==> config.mk <==
export PLATFORM = sky130hd
export DESIGN_NAME = imm_ext_pipe
export DESIGN_NICKNAME = d
export VERILOG_FILES = /design/src/rtl/imm_ext_pipe.sv
export SDC_FILE = /design/constraint.sdc
export NUM_CORES = 1
export LEC_CHECK = 0
export BUFFER_PORTS_ARGS = -buffer_cell sky130_fd_sc_hd__buf_2
export CAP_MARGIN = 30
export CORE_ASPECT_RATIO = 1.5
export CORE_MARGIN = 2
export CORE_UTILIZATION = 40
export DETAILED_ROUTE_END_ITERATION = 10
export PLACE_DENSITY = 0.65
export SLEW_MARGIN = 30
export SYNTH_ARGS = -nofsm -noshare
export SYNTH_HDL_FRONTEND = slang
export SYNTH_SLANG_ARGS = --single-unit
==> constraint.sdc <==
create_clock -name clk -period 1.8 [get_ports clk]
set_input_delay 0.36 -clock clk [delete_from_list [all_inputs] [get_ports clk]]
set_output_delay 0.36 -clock clk [all_outputs]
set_load 0.05 [all_outputs]
==> src/rtl/imm_ext_pipe.sv <==
// Multi-lane immediate extender: stage 1 zero/sign-extends each lane's raw immediate,
// stage 2 applies the per-lane left shift, flags lost bits and counts overflowing transfers.
module imm_ext_pipe #(
    parameter int LANES = 2,
    parameter int IN_W  = 11,
    parameter int OUT_W = 32,
    parameter int CNT_W = 8
) (
    input  logic                   clk,
    input  logic                   reset_n,
    input  logic                   in_valid,
    output logic                   in_ready,
    input  logic [LANES*IN_W-1:0]  in_imm,
    input  logic [LANES*2-1:0]     in_mode,
    input  logic [LANES*2-1:0]     in_shl,
    output logic                   out_valid,
    input  logic                   out_ready,
    output logic [LANES*OUT_W-1:0] out_imm,
    output logic [LANES-1:0]       out_ovf,
    input  logic                   cnt_clr,
    output logic [CNT_W-1:0]       ovf_cnt
);

    // Handshake: a bundle moves across a boundary on a cycle where valid and
    // ready are both high; a stage advances when it is empty or its
    // downstream takes its bundle. in_ready depends only on state and out_ready.

    logic                   s1_valid_q, s1_valid_d;
    logic [LANES*OUT_W-1:0] s1_ext_q, s1_ext_d;
    logic [LANES*2-1:0]     s1_shl_q, s1_shl_d;
    logic [LANES-1:0]       s1_se_q, s1_se_d;

    logic                   s2_valid_q, s2_valid_d;
    logic [LANES*OUT_W-1:0] out_imm_q, out_imm_d;
    logic [LANES-1:0]       out_ovf_q, out_ovf_d;

    logic [CNT_W-1:0]       ovf_cnt_q, ovf_cnt_d;

    logic                   s1_adv;
    logic                   s2_adv;
    logic [LANES*OUT_W-1:0] ext_val;
    logic [LANES*OUT_W-1:0] sh_val;
    logic [LANES-1:0]       sh_ovf;
    logic [LANES-1:0]       mode_se;
    logic [OUT_W-1:0]       lane_e;
    logic [OUT_W-1:0]       lane_sh;
    logic [OUT_W-1:0]       lane_back;

    // 8-bit modes look only at raw[7:0]; the upper raw bits are ignored.
    always_comb begin
        ext_val = '0;
        mode_se = '0;
        for (int k = 0; k < LANES; k++) begin
            mode_se[k] = in_mode[2*k];
            case (in_mode[2*k +: 2])
                2'b00:   ext_val[k*OUT_W +: OUT_W] = {{(OUT_W-8){1'b0}}, in_imm[k*IN_W +: 8]};
                2'b01:   ext_val[k*OUT_W +: OUT_W] = {{(OUT_W-8){in_imm[k*IN_W+7]}}, in_imm[k*IN_W +: 8]};
                2'b10:   ext_val[k*OUT_W +: OUT_W] = {{(OUT_W-IN_W){1'b0}}, in_imm[k*IN_W +: IN_W]};
                default: ext_val[k*OUT_W +: OUT_W] = {{(OUT_W-IN_W){in_imm[k*IN_W+IN_W-1]}},
                                                      in_imm[k*IN_W +: IN_W]};
            endcase
        end
    end

    // Overflow means shifting back (arithmetic for signed lanes) does not restore E.
    always_comb begin
        sh_val    = '0;
        sh_ovf    = '0;
        lane_e    = '0;
        lane_sh   = '0;
        lane_back = '0;
        for (int k = 0; k < LANES; k++) begin
            lane_e  = s1_ext_q[k*OUT_W +: OUT_W];
            lane_sh = lane_e << s1_shl_q[2*k +: 2];
            if (s1_se_q[k]) begin
                lane_back = $signed(lane_sh) >>> s1_shl_q[2*k +: 2];
            end else begin
                lane_back = lane_sh >> s1_shl_q[2*k +: 2];
            end
            sh_val[k*OUT_W +: OUT_W] = lane_sh;
            sh_ovf[k]                = (lane_back != lane_e);
        end
    end

    always_comb begin
        s2_adv     = !s2_valid_q || out_ready;
        s1_adv     = !s1_valid_q || s2_adv;

        s1_valid_d = s1_valid_q;
        s1_ext_d   = s1_ext_q;
        s1_shl_d   = s1_shl_q;
        s1_se_d    = s1_se_q;
        s2_valid_d = s2_valid_q;
        out_imm_d  = out_imm_q;
        out_ovf_d  = out_ovf_q;
        ovf_cnt_d  = ovf_cnt_q;

        if (s1_adv) begin
            s1_valid_d = in_valid;
            if (in_valid) begin
                s1_ext_d = ext_val;
                s1_shl_d = in_shl;
                s1_se_d  = mode_se;
            end
        end

        if (s2_adv) begin
            s2_valid_d = s1_valid_q;
            if (s1_valid_q) begin
                out_imm_d = sh_val;
                out_ovf_d = sh_ovf;
            end
        end

        // Clear wins over an increment in the same cycle; the count saturates.
        if (cnt_clr) begin
            ovf_cnt_d = '0;
        end else if (s2_valid_q && out_ready && (|out_ovf_q) && (ovf_cnt_q != {CNT_W{1'b1}})) begin
            ovf_cnt_d = ovf_cnt_q + 1'b1;
        end
    end

    always_ff @(posedge clk) begin
        if (!reset_n) begin
            s1_valid_q <= 1'b0;
            s1_ext_q   <= '0;
            s1_shl_q   <= '0;
            s1_se_q    <= '0;
            s2_valid_q <= 1'b0;
            out_imm_q  <= '0;
            out_ovf_q  <= '0;
            ovf_cnt_q  <= '0;
        end else begin
            s1_valid_q <= s1_valid_d;
            s1_ext_q   <= s1_ext_d;
            s1_shl_q   <= s1_shl_d;
            s1_se_q    <= s1_se_d;
            s2_valid_q <= s2_valid_d;
            out_imm_q  <= out_imm_d;
            out_ovf_q  <= out_ovf_d;
            ovf_cnt_q  <= ovf_cnt_d;
        end
    end

    assign in_ready  = s1_adv;
    assign out_valid = s2_valid_q;
    assign out_imm   = out_imm_q;
    assign out_ovf   = out_ovf_q;
    assign ovf_cnt   = ovf_cnt_q;

endmodule

; ---- After elaboration in Yosys (flattened, before gate mapping)
; Cells that the tools add are included.
[totals]
reg_bits = 146
in_bits = 35
word_cells = 40
[op_classes]
add_sub_neg = 1
eq_ne = 7
shifts = 6
muxes = 4
n_bitwise = 1
reduce_logical = 13
[ops]
columns = operator, count
row1 = 32-bit case mux with 3 select lines, 2
row2 = 32-bit 2-to-1 mux, 2
row3 = 32-bit != test, 2
row4 = 32-bit by 2-bit left shift with 32-bit output, 2
row5 = 32-bit by 2-bit >> shifter with 32-bit output, 2
row6 = 32-bit by 2-bit >>> shifter with 32-bit output, 2
row7 = 8-bit by 1-bit adder with 8-bit output (second input constant), 1
row8 = 8-bit != test (second input constant), 1
row9 = 2-bit by 1-bit == test with 1-bit output (second input constant), 2
row10 = 2-bit == test (second input constant), 2
row11 = 2-bit logical NOT, 2
row12 = 2-bit AND reduction, 2
row13 = 2-bit OR reduction, 2
row14 = 1-bit logical AND, 3
row15 = 1-bit logical NOT, 2
row16 = 1-bit logical OR, 2
row17 = 1-bit NOT, 1

; ---- Longest topological paths before layout
; Gate-level depths: netlist of run 1.
[depth]
ltp_word = 4
mapped_depth = 6
ltp_nobuf = 5

; ---- Worst setup path after synthesis of run 1
; Ideal clock, no wire load.
[synth_timing]
path_type = register to register
start = register s2_valid_q (netlist: out_valid)
end = register s1_shl_q[3]
t_arrival_ns = 1.922
required_ns = 1.730
path_slack_ns = -0.192
path_stages_with_launch = 6
cell_sequence = dfxtp_1 > nand3b_1 > nand2_1 > buf_2 > nand2_1 > a21oi_1
[synth_via]
elab_chain_cells = 4
[synth_lines]
columns = element, line
row1 = "start, declared", 33  ; logic s2_valid_q, s2_valid_d;
row2 = "start signal, assigned", 138  ; s2_valid_q <= s2_valid_d;
row3 = 1-bit logical NOT, 86  ; s2_adv = !s2_valid_q || out_ready;
row4 = 1-bit logical OR, 86
row5 = 1-bit logical OR, 87  ; s1_adv = !s1_valid_q || s2_adv;
row6 = net in_ready, 12  ; output logic in_ready,
row7 = 2-bit AND reduction (no line), -
row8 = "end signal, assigned", 136  ; s1_shl_q <= s1_shl_d;
row9 = "end, declared", 30  ; logic [LANES*2-1:0] s1_shl_q, s1_shl_d;
; The timed path passes the listed nets, and every way through them passes these cells.
; A chain may end at the register's enable or synchronous reset.

==> results of run 1 <==
==> worst max-delay path by stage <==
stage / start / endpoint / slack [ps]
floorplan: out_valid / s1_shl_q[3] / 20
global placement: ovf_cnt[0] / ovf_cnt[1] / 310
detailed placement: ovf_cnt[0] / ovf_cnt[1] / 200
CTS: out_imm[62] / out_imm[48] / 150
global route: out_imm[62] / out_imm[60] / 60
finish: out_imm[62] / out_imm[61] / 200
==> registers in the layout (all words and copies together) (netlist names) <==
| signal | flops |
|---|---|
| out_imm | 30 |
| s1_ext_q | 24 |
| ovf_cnt | 8 |
| s1_shl_q | 4 |
| out_ovf | 2 |
| s1_se_q | 2 |
| out_valid | 1 |
| s1_valid_q | 1 |
==> power by group <==
group	switching, mW	leakage [nW]	internal, mW	total (mW)
registers	0.0511	0.589	1.66	1.71
clock network	0.651	0.139	1.04	1.69
logic	0.309	1.09	0.168	0.476
==> worst reg2reg max path: cells and delay by family (launching register included) <==
family                     cells  cell delay [ps]
AOI/OAI and AO/OA              1              400
adders and majority gates      1              210
DFF                            1              350
muxes                          1              230
and+or+nand+nor                2              280
==> cells in the final DEF (no fill, tap or decap), types with 2 or more instances in the layout <==
master	count
clkbuf_8	3
or4b_1	2
xor2_1	4
dfxtp_2	3
nand4_1	2
buf_12	3
mux2i_1	43
nor3_1	3
clkbuf_16	9
o21ai_0	5
clkbuf_1	2
nand3_1	5
a21oi_1	60
nand3b_1	5
a311oi_1	6
nand2_1	109
dfxtp_1	69
buf_2	110
or3_1	2
o211ai_1	2
buf_4	7
nor2_1	26
and3_1	2
==> routing by layer <==
layer / wire (microns) / vias up / track usage [%]
li1: - / 1516 / -
met3: 614 / 9 / 6.135
met4: 131 / 0 / 6.038
met5: 0 / - / 0
met2: 3778 / 99 / 28.94
met1: 3186 / 1322 / 19.85
==> area by class of cell <==
class	count	area [sq um]	share of cell area [%]
Sequential cell	72	1445	34.83
Clock inverter	2	12.51	0.3016
Tap cell	107	133.9	3.227
Clock buffer	14	274.0	6.604
Inverter	2	7.507	0.1809
Timing Repair Buffer	120	663.1	15.98
Multi-Input combinational cell	285	1613	38.87
==> Yosys cell counts, types with 2 or more instances <==
cell type and count:
clkbuf_1 6, nor2_1 26, or4b_1 2, nand4_1 2, or3_1 2, o211ai_1 2
o21ai_0 5, nand3_1 5, nand2_1 109, nand3b_1 5, xor2_1 4, mux2i_1 43
dfxtp_1 72, buf_4 37, and3_1 2, buf_2 16, a311oi_1 6, a21oi_1 60
nor3_1 3
==> kinds of logic (layout without fill, tap and decap cells) <==
kind of cell,Yosys count,count (layout)
flops,72,72
buf+inv,62,138
compound gates,76,76
mux,43,43
xor+xnor,4,4
simple gates,161,161
fa+ha+maj,1,1
==> metrics by stage <==
step                      cell area, sq um  hold slack (ps)  instances
after floorplan                       3447            431.3        419
after global routing                  4149            269.3        602
after CTS                             4149            253.7        602
after global placement                3862            438.0        586
after detailed placement              3862            443.3        586
final                                 4149            262.5        602
==> results.sh, run 1 <==
export IMPL_status="complete, no violations"
export IMPL_skew_ps=3.711
export IMPL_critPathArrivalTime_ps=1240
export IMPL_fmax_mhz=624.3
export IMPL_syn_num_nets=455
export IMPL_via_per_inst=4.894
export IMPL_crit_required_ps=1440
export IMPL_syn_to_final_growth_pct=20.49
export IMPL_core_sq_um=8413
export IMPL_clock_sinks=72
export IMPL_drtIter0Drc=125
export IMPL_p_leak_nw=1.821
export IMPL_drt_first_pass_iters=4
export IMPL_slew_headroom_pct=73.56
export IMPL_synth_top_flop_cell="dfxtp_1"
export IMPL_drt_wl_total_mm=7.710
export IMPL_yosys_area_share_simple_pct=20.09
export IMPL_cp_max_fo=19
export IMPL_drv_slew=0
export IMPL_seq_area_frac_synth_pct=41.86
export IMPL_grt_antenna_before_repair=0
export IMPL_synth_edff_count=0
export IMPL_dr_total_vias=2946
export IMPL_cts_buffer_depth=2
export IMPL_drtAntennaViolNets=0
export IMPL_power_density_nw_per_um2=935.1
export IMPL_crit_family="flip-flops"
export IMPL_cap_violations=0
export IMPL_pre_cts_ws_ps=200.7
export IMPL_hold_start="in_imm[4]"
export IMPL_cts_buffers=9
export IMPL_cts_tree="done"
export IMPL_syn_inst=419
export IMPL_synthAdderAreaFrac_pct=0.3634
export IMPL_num_rows=41
export IMPL_hpwl_mm=5.649
export IMPL_hold_viol=0
export IMPL_regToRegStartpoint="ovf_cnt[0]"
export IMPL_ctsHtreeMaxLevel=3
export IMPL_cp_num_buf_inv=1
export IMPL_pin_count=111
export IMPL_dieArea_sq_um=9382
export IMPL_crit_cells=1
export IMPL_whs_path_depth=3
export IMPL_r2r_cells=5
export IMPL_wl_per_cell_microns=12.81
export IMPL_cts_setup_buffers=0
export IMPL_cts_root_buffer="clkbuf_16"
export IMPL_grtUsageTotal_pct=17.19
export IMPL_grt_pass1_vias=2779
export IMPL_worst_pin_slew_ps=392.4
export IMPL_diodes=0
export IMPL_nets=526
export IMPL_netlist_area_sq_um=3443
export IMPL_period_minus_slack_ps=1602
export IMPL_path_class="flip-flop to output pin"
export IMPL_netlist_top_cells_area="dfxtp_1, mux2i_1, nand2_1"
export IMPL_finalCritPeriodShare_pct=88.99
export IMPL_cp_slowest_cell="dfxtp_1"
export IMPL_synth_distinct_cells=31
export IMPL_setup_tns_ps=0
export IMPL_place_congestion=0.8325
export IMPL_clock_latency_ps=330
export IMPL_grt_overflow=0
export IMPL_hold_end="s1_ext_q[4]"
export IMPL_finalSetupViolCount=0
export IMPL_synth_compound_area_share_pct=12.79
export IMPL_placement_io_buffers=110
export IMPL_start_util_pct=40.93
export IMPL_crit_reg2reg_capture="ovf_cnt[1]"
export IMPL_die_y_microns=117.6
export IMPL_synth_top_area_cell="dfxtp_1"
export IMPL_fin_ws_ps=198.2
export IMPL_grt_pass1_wl_mm=12.85
export IMPL_ctsHoldBuffers=0
export IMPL_drc_errors=0
export IMPL_post_cts_resized=0
export IMPL_synth_top_family_by_area="simple AND/OR/NAND/NOR gates"
export IMPL_cp_start_kind="flip-flop"
export IMPL_syn_avg_cell_area_sq_um=8.218
export IMPL_synth_xor_area_share_pct=1.017
export IMPL_hold_path_class="input port to flip-flop"
export IMPL_crit_chain="buf_2"
export IMPL_ir_worst_vdd_uv=448.0
export IMPL_drive_gt1_share_pct=29.09
export IMPL_power_mw=3.880
export IMPL_crit_path_max_incr_delay_ps=560
export IMPL_cp_end_kind="output pin"
export IMPL_n_fill_cell=874
export IMPL_netlist_area_leader_share_pct=41.86
export IMPL_grt_max_degree=65
export IMPL_yosysWarnings=0
export IMPL_synthArstFlopShare_pct=0
export IMPL_fin_util_pct=49.32
export IMPL_die_x_microns=79.76
export IMPL_muxShareOfSynthArea_pct=12.50
export IMPL_rsz0062_at_grt="no"
export IMPL_reg2reg_slack_ps=210
export IMPL_clk_pin_slew_ps=50
export IMPL_synth_seq_cells=72
No activity file was read; power rests on OpenSTA's default activity.
==> run 2, diff against run 1 <==
--- a/config.mk
+++ b/config.mk
@@ -9,9 +9,9 @@
 export CAP_MARGIN = 30
 export CORE_ASPECT_RATIO = 1.5
 export CORE_MARGIN = 2
-export CORE_UTILIZATION = 40
+export CORE_UTILIZATION = 35
 export DETAILED_ROUTE_END_ITERATION = 10
-export PLACE_DENSITY = 0.65
+export SKIP_LAST_GASP = 1
 export SLEW_MARGIN = 30
 export SYNTH_ARGS = -nofsm -noshare
 export SYNTH_HDL_FRONTEND = slang
==> run 2 against run 1 <==
Against the previous run:
- setup slack got worse by 9.7 ps
- via count decreased by 0.48%
- register-to-register slack improved by 30 ps
- die area increased by 14%
- maximum frequency decreased by 0.60%
- routed wire length decreased by 0.26%
- critical endpoint is now out_imm[50]
- combinational power increased by 1%
- cell area increased by 0.63%
- sequential share of layout area decreased by 0.22 points
- global-route usage decreased by 2.6 points
- utilization decreased by 6.0 points
==> results.sh, run 2 (synthesized netlist as in run 1, its figures left out) <==
export IMPL_status="complete, no violations"
export IMPL_cts_buffers=9
export IMPL_pin_count=111
export IMPL_die_y_microns=125.5
export IMPL_grt_max_degree=65
export IMPL_setup_tns_ps=0
export IMPL_period_minus_slack_ps=1611
export IMPL_regToRegStartpoint="ovf_cnt[0]"
export IMPL_grt_pass1_vias=2674
export IMPL_crit_family="flip-flops"
export IMPL_worst_pin_slew_ps=428.6
export IMPL_pre_cts_ws_ps=244.1
export IMPL_cp_start_kind="flip-flop"
export IMPL_n_fill_cell=967
export IMPL_drtIter0Drc=125
export IMPL_cp_max_fo=19
export IMPL_cts_root_buffer="clkbuf_16"
export IMPL_combPwrFrac_pct=12.2
export IMPL_ctsHtreeMaxLevel=3
export IMPL_p_int_mw=2.967
export IMPL_whs_ps=270.5
export IMPL_grt_antenna_before_repair=0
export IMPL_finalSetupViolCount=0
export IMPL_rsz0062_at_grt="no"
export IMPL_drive_gt1_share_pct=29.38
export IMPL_ir_worst_vdd_uv=465.1
export IMPL_drtAntennaViolNets=0
export IMPL_mostFrequentLayoutCells="buf_2, nand2_1, dfxtp_1"
export IMPL_drt_first_pass_iters=4
export IMPL_drt_wl_total_mm=7.690
export IMPL_start_util_pct=35.74
export IMPL_wl_per_cell_microns=12.57
export IMPL_hpwl_mm=5.670
export IMPL_place_congestion=0.7774
export IMPL_largest_register_ffs=30
export IMPL_grt_overflow=0
export IMPL_clkPwrFrac_pct=44.7
export IMPL_cp_end_kind="output pin"
export IMPL_cp_num_buf_inv=1
export IMPL_fmax_mhz=620.6
export IMPL_crit_path_max_incr_delay_ps=580
export IMPL_grt_pass1_wl_mm=12.51
export IMPL_cap_violations=0
export IMPL_p_seq_share_pct=43.1
export IMPL_critPathArrivalTime_ps=1250
export IMPL_num_rows=44
export IMPL_dieArea_sq_um=10660
export IMPL_skew_ps=6.295
export IMPL_hold_path_class="input port to flip-flop"
export IMPL_swShare_pct=24.79
export IMPL_clk_pin_slew_ps=60
export IMPL_power_mw=3.946
export IMPL_slew_headroom_pct=71.39
export IMPL_die_x_microns=84.99
export IMPL_drv_slew=0
export IMPL_diodes=0
export IMPL_finalCritPeriodShare_pct=89.53
export IMPL_final_common_cell="buf_2"
export IMPL_path_class="flip-flop to output pin"
export IMPL_nets=528
export IMPL_grtUsageTotal_pct=14.60
export IMPL_placement_io_buffers=110
export IMPL_via_per_inst=4.791
export IMPL_dr_total_vias=2932
export IMPL_fin_cells=612
export IMPL_ctsHoldBuffers=0
export IMPL_crit_required_ps=1440
export IMPL_drc_errors=0
export IMPL_hold_start="in_imm[4]"
export IMPL_crit_chain="buf_2"
export IMPL_cts_buffer_depth=2
export IMPL_timing_critical_path_from="out_imm[62]"
export IMPL_clock_sinks=72
export IMPL_fin_ws_ps=188.5
export IMPL_dp_cells=596
export IMPL_cts_setup_buffers=0
export IMPL_p_leak_nw=1.839
export IMPL_hold_viol=0
export IMPL_p_switching_mw=0.9784
export IMPL_clock_latency_ps=330
export IMPL_cp_slowest_cell="dfxtp_1"
export IMPL_post_cts_resized=0
export IMPL_cts_tree="done"
export IMPL_power_density_nw_per_um2=945.1
export IMPL_syn_to_final_growth_pct=21.26
export IMPL_core_sq_um=9634
run 2: layout make-up:
type | instances | area [sq um] | area share [%]
multi-input cells | 285 | 1613 | 38.63
well taps | 115 | 143.9 | 3.446
clock buffers | 13 | 260.3 | 6.233
clock inverters | 3 | 40.04 | 0.9589
inverters | 2 | 7.507 | 0.1798
repair buffers | 122 | 665.6 | 15.94
flip-flops and latches | 72 | 1445 | 34.61
run 2: final timing paths:
path	end	slack, ps	cells after the start
max	out_imm[50]	190	1
min	s1_ext_q[4]	270	3
max reg2reg	ovf_cnt[1]	240	5
min reg2reg	out_imm[5]	450	2
run 2: stage by stage:
step	utilization, %	instance area, sq um
6_report	43.34	4175
5_1_grt	43.34	4175
4_1_cts	43.34	4175
3_5_place_dp	40.22	3875
3_3_place_gp	40.22	3875
2_1_floorplan	-	3447
run 2: power by group through the flow:
stage	logic, mW	clock network, mW	registers, mW
global placement	0.479	0	1.73
finish	0.482	1.76	1.70
global route	0.528	1.88	1.71
detailed placement	0.487	0	1.74
floorplan	0.291	0	1.80
CTS	0.489	1.81	1.70
run 2: layer usage:
| layer | GRT usage, % | routed length, microns |
|---|---|---|
| met3 | 4.224 | 502 |
| met2 | 23.81 | 3713 |
| met5 | 0 | 0 |
| met1 | 17.27 | 3298 |
| met4 | 7.376 | 175 |
